### config.mk
export PLATFORM = sky130hd
export DESIGN_NAME = apb_timer_slave
export DESIGN_NICKNAME = d
export VERILOG_FILES = /design/src/rtl/apb_timer_slave.sv
export SDC_FILE = /design/constraint.sdc
export NUM_CORES = 1
export LEC_CHECK = 0
export CORE_MARGIN = 3
export CORE_UTILIZATION = 35
export DETAILED_ROUTE_END_ITERATION = 8
export PLACE_DENSITY = 0.62
export RECOVER_POWER = 50
export SYNTH_ARGS = -nofsm -noshare
export SYNTH_HDL_FRONTEND = slang
export SYNTH_SLANG_ARGS = --single-unit
### constraint.sdc
create_clock -name PCLK -period 3.8 [get_ports PCLK]
set_input_delay 0.76 -clock PCLK [delete_from_list [all_inputs] [get_ports PCLK]]
set_output_delay 0.76 -clock PCLK [all_outputs]
set_load 0.01 [all_outputs]
### src/rtl/apb_timer_slave.sv
// rtl/apb_timer_slave.sv - APB completer with wait states and a reloading 32-bit down-counter timer.
// Optional macro APB_TIMER_PROT_CHECK_EN: unprivileged writes to mapped offsets get PSLVERR.
module apb_timer_slave #(
  parameter int ADDRWIDTH   = 12,
  parameter int WAIT_STATES = 1
) (
  input  logic                 PCLK,
  input  logic                 PRESETn,
  input  logic                 PSEL,
  input  logic [ADDRWIDTH-1:0] PADDR,
  input  logic                 PENABLE,
  input  logic                 PWRITE,
  input  logic [3:0]           PSTRB,
  input  logic [2:0]           PPROT,
  input  logic [31:0]          PWDATA,
  output logic [31:0]          PRDATA,
  output logic                 PREADY,
  output logic                 PSLVERR,
  input  logic                 EXTIN,
  output logic                 TIMERINT
);

  typedef enum logic {S_IDLE, S_WAIT} state_t;

  localparam logic [1:0] WAIT_INIT = 2'(WAIT_STATES);

  state_t      state, state_nxt;
  logic [1:0]  wait_cnt, wait_cnt_nxt;
  logic        access_done;

  logic [3:0]  ctrl, ctrl_nxt;
  logic [31:0] value, value_nxt;
  logic [31:0] reload, reload_nxt;
  logic        int_status, int_nxt;
  logic        ext_meta, ext_sync, ext_sync_d;

  logic [ADDRWIDTH-3:0] word;
  logic [1:0]  sel;
  logic        mapped, prot_err, wr_commit;
  logic        wr_ctrl, wr_value, wr_reload, int_clr, int_set;
  logic        ext_rise, tick, dec;
  logic [31:0] rd_mux;
  logic        unused_inputs;

  function automatic logic [31:0] byte_merge(input logic [31:0] old_v,
                                             input logic [31:0] new_v,
                                             input logic [3:0]  strb);
    logic [31:0] r;
    r = old_v;
    for (int i = 0; i < 4; i++)
      if (strb[i]) r[8*i +: 8] = new_v[8*i +: 8];
    return r;
  endfunction

  always_ff @(posedge PCLK or negedge PRESETn) begin
    if (!PRESETn) begin
      state    <= S_IDLE;
      wait_cnt <= '0;
    end else begin
      state    <= state_nxt;
      wait_cnt <= wait_cnt_nxt;
    end
  end

  // PREADY is held low only while an access phase still owes wait cycles.
  always_comb begin
    state_nxt    = state;
    wait_cnt_nxt = wait_cnt;
    PREADY       = 1'b1;
    access_done  = 1'b0;
    case (state)
      S_IDLE: begin
        if (PSEL && !PENABLE) begin
          state_nxt    = S_WAIT;
          wait_cnt_nxt = WAIT_INIT;
        end
      end
      S_WAIT: begin
        if (!PSEL) begin
          state_nxt = S_IDLE;
        end else if (PENABLE) begin
          if (wait_cnt != 2'd0) begin
            PREADY       = 1'b0;
            wait_cnt_nxt = wait_cnt - 2'd1;
          end else begin
            access_done = 1'b1;
            state_nxt   = S_IDLE;
          end
        end
      end
      default: state_nxt = S_IDLE;
    endcase
  end

  assign word   = PADDR[ADDRWIDTH-1:2];
  assign sel    = word[1:0];
  assign mapped = (word[ADDRWIDTH-3:2] == '0);

`ifdef APB_TIMER_PROT_CHECK_EN
  assign prot_err = PWRITE & ~PPROT[0] & mapped;
`else
  assign prot_err = 1'b0;
`endif

  assign unused_inputs = ^{PPROT, PADDR[1:0]};

  assign PSLVERR   = access_done & (~mapped | prot_err);
  assign wr_commit = access_done & PWRITE & ~PSLVERR;
  assign wr_ctrl   = wr_commit & (sel == 2'd0) & PSTRB[0];
  assign wr_value  = wr_commit & (sel == 2'd1) & (|PSTRB);
  assign wr_reload = wr_commit & (sel == 2'd2) & (|PSTRB);
  assign int_clr   = wr_commit & (sel == 2'd3) & PSTRB[0] & PWDATA[0];

  always_comb begin
    rd_mux = '0;
    if (mapped) begin
      case (sel)
        2'd0:    rd_mux = {28'd0, ctrl};
        2'd1:    rd_mux = value;
        2'd2:    rd_mux = reload;
        default: rd_mux = {31'd0, int_status};
      endcase
    end
  end

  assign PRDATA = (access_done && !PWRITE && !PSLVERR) ? rd_mux : 32'd0;

  assign ext_rise = ext_sync & ~ext_sync_d;
  assign tick     = ctrl[2] ? ext_rise : 1'b1;
  assign dec      = ctrl[0] & (~ctrl[1] | ext_sync) & tick;
  assign int_set  = dec & (value == 32'd1);

  // A VALUE write overrides a decrement in the same cycle; interrupt set beats clear.
  always_comb begin
    ctrl_nxt   = ctrl;
    value_nxt  = value;
    reload_nxt = reload;
    int_nxt    = int_set | (int_status & ~int_clr);
    if (wr_ctrl)
      ctrl_nxt = PWDATA[3:0];
    if (wr_reload)
      reload_nxt = byte_merge(reload, PWDATA, PSTRB);
    if (wr_value)
      value_nxt = byte_merge(value, PWDATA, PSTRB);
    else if (dec)
      value_nxt = (value <= 32'd1) ? reload : value - 32'd1;
  end

  always_ff @(posedge PCLK or negedge PRESETn) begin
    if (!PRESETn) begin
      ctrl       <= '0;
      value      <= '0;
      reload     <= '0;
      int_status <= 1'b0;
      TIMERINT   <= 1'b0;
      ext_meta   <= 1'b0;
      ext_sync   <= 1'b0;
      ext_sync_d <= 1'b0;
    end else begin
      ctrl       <= ctrl_nxt;
      value      <= value_nxt;
      reload     <= reload_nxt;
      int_status <= int_nxt;
      TIMERINT   <= int_nxt & ctrl_nxt[3];
      ext_meta   <= EXTIN;
      ext_sync   <= ext_meta;
      ext_sync_d <= ext_sync;
    end
  end

endmodule

=== Word level (Yosys, flattened, before mapping) ===
Cells that the tools add are included.

* Register bits: 76
* Bits in latches: 0
* RAM bits: 0
* ROM bits: 0
* Output and inout bits: 35
* Logic and storage cells: 107
* Memories: 0

* Add/subtract/negate cells: 2
* $mul: 0
* Divide/modulo/power cells: 0
* Order comparisons: 1
* Equal/unequal tests: 12
* Shift operators: 0
* Mux-type cells: 29
* Bitwise gates (word level): 26
* Reductions and logical operators: 20

{| class="wikitable"
|+ Operators by type and width
! cell !! count
|-
| two-way mux 32 bit || 5
|-
| one-hot mux 32 bit (3 select lines) || 1
|-
| equality test 32 x 1 -> 1 bit (second input constant) || 1
|-
| <= comparator 32 x 1 -> 1 bit (second input constant) || 1
|-
| two-way mux 8 bit || 4
|-
| subtractor 32 x 1 -> 32 bit (second input constant) || 1
|-
| bitwise AND 1 bit || 18
|-
| AND reduction 2 bit || 8
|-
| != test 2 bit (second input constant) || 7
|-
| two-way mux 1 bit || 12
|-
| logical NOT 8 bit || 1
|-
| two-way mux 2 bit || 4
|-
| inverter 1 bit || 6
|-
| equality test 2 bit (second input constant) || 2
|-
| two-way mux 4 bit || 1
|-
| one-hot mux 2 bit (2 select lines) || 1
|-
| AND reduction 4 bit || 1
|-
| nonzero test 2 bit || 2
|-
| OR reduction 4 bit || 1
|-
| logical AND 1 bit || 3
|-
| logical NOT 1 bit || 3
|-
| equality test 2 x 1 -> 1 bit (second input constant) || 1
|-
| logical NOT 2 bit || 1
|-
| != test 2 x 1 -> 1 bit (second input constant) || 1
|-
| other kinds (3) || 4
|}

=== Logic depth before layout (Yosys ltp) ===
* Depth in word-level cells: 15
* Mapped depth: 10

=== Least setup slack after synthesis ===
No wires, ideal clock.

* Path type: input -> output
* Start point: in PADDR[2]
* End point: out PRDATA[21]
* Data arrival time: 2.083 ns
* Setup slack: 0.957 ns
* Stages: 7
* Path through: buf_2 > nor2b_1 > buf_2 > buf_1 > buf_1 > a22oi_1 > nor2_1

* Cells in the longest elaborated chain, start to end: 4

{| class="wikitable"
|+ RTL lines
! what !! line !! RTL
|-
| from (decl) || 10 || <nowiki>input logic [ADDRWIDTH-1:0] PADDR,</nowiki>
|-
| equality test 2 bit, or another cell as far along || 117 || <nowiki>case (sel)</nowiki>
|-
| one-hot mux 32 bit (3 select lines) * || 117 ||
|-
| two-way mux 32 bit * || 116 || <nowiki>if (mapped) begin</nowiki>
|-
| two-way mux 32 bit * || 126 || <nowiki>assign PRDATA = (access_done && !PWRITE && !PSLVERR) ? rd_mux : 32'd0;</nowiki>
|-
| to (decl) || 16 || <nowiki>output logic [31:0] PRDATA,</nowiki>
|}

Every way passes the cells marked *; elsewhere a longest branch is shown, timed or not.

=== Worst setup path after layout ===
* Start point: in PADDR[5]
* End point: out PRDATA[29]

* Cells in the longest elaborated chain, start to end: 6

{| class="wikitable"
|+ RTL lines
! what !! line !! RTL
|-
| logical NOT 8 bit * || 97 || <nowiki>assign mapped = (word[ADDRWIDTH-3:2] == '0);</nowiki>
|-
| inverter 1 bit || 107 || <nowiki>assign PSLVERR = access_done & (~mapped | prot_err);</nowiki>
|-
| bitwise AND 1 bit || 107 ||
|-
| logical NOT 1 bit || 126 ||
|-
| logical AND 1 bit || 126 ||
|-
| two-way mux 32 bit * || 126 ||
|}

Marked as above.

==> impl_metrics.tcl <==
set metrics [dict create \
    count_of_unique_library_cells_instantiated_by_yosys 73 \
    synth_edf_count 0 \
    final_core_util 0.479 \
    min_period_over_period 0.968 \
    pin_count_of_the_biggest_net_entering_global_routing 77 \
    grtUsageTotal 0.196 \
    crit_arrival_ns 2.92 \
    cp-start-kind "input port" \
    async_set_or_reset_register_ratio_after_synthesis 1.00 \
    class_of_the_most_critical_setup_path "in2out" \
    static-leakage-power_nw 2.73 \
    starting_density_of_the_core 0.366 \
    finalCriticalPeriod_ns 3.68 \
    detailed_router_iteration_count_before_antenna_repair 5 \
    avgSynthCellArea_um2 9.18 \
    crit_path_end_kind "output pin" \
    synth_area_um2 4970 \
    internal_power_of_the_cells_w 0.00163 \
    initial_antenna_violation_count 0 \
    cpMostUsedCell "sky130_fd_sc_hd__clkdlybuf4s50_1" \
    timing.reg2reg.setup_slack_ns 0.70 \
    comb_power_share 0.176 \
    postSynthNetCount 601 \
    power.sequential.fraction 0.383 \
    insertedDiodeCount 0 \
    fraction_of_final_layout_cells_with_drive_strength_greater_than_1 0.167 \
    critPathRequiredTime_ns 3.04 \
    synth_flop_cell "sky130_fd_sc_hd__dfrtp_1" \
    io_buffer_count 86 \
    via_count_of_the_first_global_routing_pass 4740 \
    final-hold-violation-count 0 \
    hpwl_mm 10.9 \
    ys_seq_elements 76 \
    crit_path_max_fanout 32 \
    io_pins 92 \
    design.core.area_um2 13600 \
    h_tree_lvls 3 \
    power_density_nw_per_um2 340 \
    insertion_delay_ns 0.35 \
    total_setup_violations_reported_at_the_end_of_the_flow 0 \
    tritoncts.num_buffers 9 \
    ant_nets 0 \
    grt_remaining_overflow 0 \
    timing.max_slew.rel_slack -0.310 \
    fp-row-count 42 \
    cp_top_family "buffers and inverters" \
    routabilityCongestion 0.882 \
    total_number_of_vias 4683 \
    maxCapViolations 1 \
    run_status "finished with violations" \
    wire_length_of_the_first_global_routing_pass_mm 24.8 \
    drt-wirelength-per-cell_um 19.0 \
    die-width_um 125 \
    timing.critical_path.slowest_stage_cell "sky130_fd_sc_hd__clkdlybuf4s50_1" \
    final-max-slew-violation-count 77 \
    measured_slew_at_the_worst_slew_check_pin_ns 1.96 \
    clock_skew_ns 0.00563 \
    routed_wl_mm 15.6 \
    power_switching_share 0.262 \
    worstPathBufferInverterCount 3 \
    violations_in_the_final_reports "capacitance limit, slew limit" \
    cts.clk_slew.worst_paths_ns 0.05 \
    switchingPower_w 0.000577 \
    synth-warning-count 0 \
    syn2layout_area_growth_pct 30.6 \
    cts.repair_timing.setup_buffer_count 0 \
    critical_path.cell_chain "clkdlybuf4s50_1 > nor4_2 > nand2_1 > or3_1 > buf_12 > nor2_1 > clkdlybuf4s50_1" \
    highest_ir_drop_seen_on_vdd_mv 0.218 \
    syn-instance-count 541 \
    cts.sinks 76 \
    die_y_um 125 \
    clock_tree_from_tritoncts "done" \
    drc_errors 0 \
    die_area_um2 15700 \
    routed_via_density 5.73 \
    clockPowerShare 0.441 \
    clock-root-buffer "sky130_fd_sc_hd__clkbuf_16" \
    clock.fmax_mhz 272 \
    timing.critical_path.slowest_cell_delay_ns 0.56 \
    timing.hold.worst.class "reg2reg" \
    setup_tns_ns 0 \
    clockBufferDepth 2 \
    final_net_count 696 \
    synth_seq_area_share 0.383 \
    drtIter0Drc 321 \
]
[cell type report]
class | instances | area [µm²]
Multi-Input combinational cell | 420 | 2850
Clock buffer | 13 | 270
Timing Repair Buffer | 117 | 1130
Tap cell | 176 | 220
Inverter | 12 | 45.0
Fill cell | 1323 | 7070
Sequential cell | 76 | 1900
Clock inverter | 3 | 67.6
[flip-flops by register name, indices dropped and copies added (netlist names)]
register / flops
ctrl: 4
wait_cnt: 2
TIMERINT: 1
ext_meta: 1
ext_sync_d: 1
ext_sync: 1
value: 32
reload: 32
int_status: 1
state: 1
[kinds of logic (layout without fill, tap and decap cells)]
group | Yosys count | in the layout | synth area share
AND/OR/NAND/NOR | 213 | 213 | 0.229
AO/OA/AOI/OAI | 146 | 146 | 0.212
flip-flops | 76 | 76 | 0.383
buffers and inverters | 45 | 145 | 0.0433
multiplexers | 43 | 43 | 0.0985
XOR/XNOR | 15 | 15 | 0.0264
adder cells (fa/ha/maj) | 3 | 3 | 0.00756
[worst reg2reg max path, delay by kind of cell, from the launching register on]
kind	cells	cell delay (ns)
adder cells (fa/ha/maj)	1	0.19
buffers and inverters	3	0.55
flip-flops	1	0.39
multiplexers	1	0.39
AND/OR/NAND/NOR	4	1.47
[cells in the final DEF (no fill, tap or decap), types with 4 or more instances in the layout]
master | synthesis | layout
sky130_fd_sc_hd__inv_1 | 12 | 12
sky130_fd_sc_hd__a211oi_1 | 4 | 4
sky130_fd_sc_hd__mux2_2 | 37 | 36
sky130_fd_sc_hd__a22o_1 | 4 | 4
sky130_fd_sc_hd__nor3_1 | 11 | 11
sky130_fd_sc_hd__nor2_1 | 75 | 75
sky130_fd_sc_hd__o211ai_1 | 14 | 14
sky130_fd_sc_hd__dfrtp_1 | 76 | 76
sky130_fd_sc_hd__nand2_1 | 47 | 47
sky130_fd_sc_hd__or3_1 | 9 | 10
sky130_fd_sc_hd__a22oi_1 | 30 | 30
sky130_fd_sc_hd__buf_12 | 0 | 4
sky130_fd_sc_hd__nor4_2 | 3 | 6
sky130_fd_sc_hd__xor2_1 | 11 | 11
sky130_fd_sc_hd__clkbuf_16 | 0 | 9
sky130_fd_sc_hd__or4_1 | 4 | 4
sky130_fd_sc_hd__nor4_1 | 11 | 9
sky130_fd_sc_hd__xnor2_1 | 4 | 4
sky130_fd_sc_hd__o21a_1 | 4 | 4
sky130_fd_sc_hd__nand3b_1 | 4 | 4
sky130_fd_sc_hd__a31oi_1 | 15 | 15
sky130_fd_sc_hd__clkdlybuf4s50_1 | 0 | 81
sky130_fd_sc_hd__o21ai_0 | 14 | 14
sky130_fd_sc_hd__nand4_1 | 4 | 4
sky130_fd_sc_hd__dlygate4sd3_1 | 0 | 4
sky130_fd_sc_hd__mux2i_1 | 5 | 5
sky130_fd_sc_hd__nand3_1 | 14 | 14
sky130_fd_sc_hd__buf_4 | 2 | 26
sky130_fd_sc_hd__a21oi_1 | 19 | 19
[synth_stat cells (5+ instances only)]
cell / instances / share of area
sky130_fd_sc_hd__a21oi_1: 19 / 0.019
sky130_fd_sc_hd__a22oi_1: 30 / 0.045
sky130_fd_sc_hd__a31oi_1: 15 / 0.019
sky130_fd_sc_hd__buf_2: 9 / 0.0091
sky130_fd_sc_hd__clkbuf_1: 15 / 0.011
sky130_fd_sc_hd__dfrtp_1: 76 / 0.38
sky130_fd_sc_hd__inv_1: 12 / 0.0091
sky130_fd_sc_hd__mux2_2: 37 / 0.084
sky130_fd_sc_hd__mux2i_1: 5 / 0.010
sky130_fd_sc_hd__nand2_1: 47 / 0.036
sky130_fd_sc_hd__nand3_1: 14 / 0.014
sky130_fd_sc_hd__nor2_1: 75 / 0.057
sky130_fd_sc_hd__nor2b_1: 5 / 0.0063
sky130_fd_sc_hd__nor3_1: 11 / 0.011
sky130_fd_sc_hd__nor4_1: 11 / 0.014
sky130_fd_sc_hd__o211ai_1: 14 / 0.021
sky130_fd_sc_hd__o21ai_0: 14 / 0.014
sky130_fd_sc_hd__or3_1: 9 / 0.011
sky130_fd_sc_hd__xor2_1: 11 / 0.019
[final timing paths]
| path | from | to | depth (start not counted) |
|---|---|---|---|
| max | PADDR[5] | PRDATA[29] | 7 |
| min | ext_meta$_DFF_PN0_ | ext_sync$_DFF_PN0_ | 0 |
| max reg2reg | wait_cnt[0]$_DFFE_PN0P_ | reload[17]$_DFFE_PN0P_ | 9 |
| min reg2reg | ext_meta$_DFF_PN0_ | ext_sync$_DFF_PN0_ | 0 |
| max in group asynchronous | PRESETn | wait_cnt[1]$_DFFE_PN0P_ | 1 |
| min in group asynchronous | PRESETn | reload[10]$_DFFE_PN0P_ | 1 |
[layer usage]
metal	routed length [µm]	track usage	vias to the layer above
met1	7020	0.261	2298
met2	7520	0.323	137
met5	0	0	-
met3	695	0.0311	23
li1	-	-	2225
met4	333	0.0740	0
[through the flow]
stage               std cells  worst slack (ns)  total power, W  instance area [µm²]  hold WS (ns)
floorplan                 541             0.957         0.00108                 4970         0.331
global placement          801             0.128         0.00123                 6170         0.335
detailed placement        801            0.0984         0.00125                 6170         0.340
CTS                       817            0.0949         0.00222                 6510         0.353
global route              817          -0.00517         0.00230                 6490         0.360
finish                    817             0.123         0.00220                 6490         0.350
[power by group through the flow]
stage	clock network, W	logic [W]	registers, W
after global routing	0.00102	0.000431	0.000847
after detailed placement	0	0.000388	0.000858
after global placement	0	0.000376	0.000856
final	0.000971	0.000389	0.000844
after floorplan	0	0.000229	0.000852
after CTS	0.000988	0.000390	0.000844
[repair_timing]
action,4_1_cts,5_1_grt
hold buffers,0,0
gates resized for setup,0,2
endpoints found under the setup margin,0,29
hold endpoints to repair,0,0
Note: power is estimated with default switching activity, not from simulation.
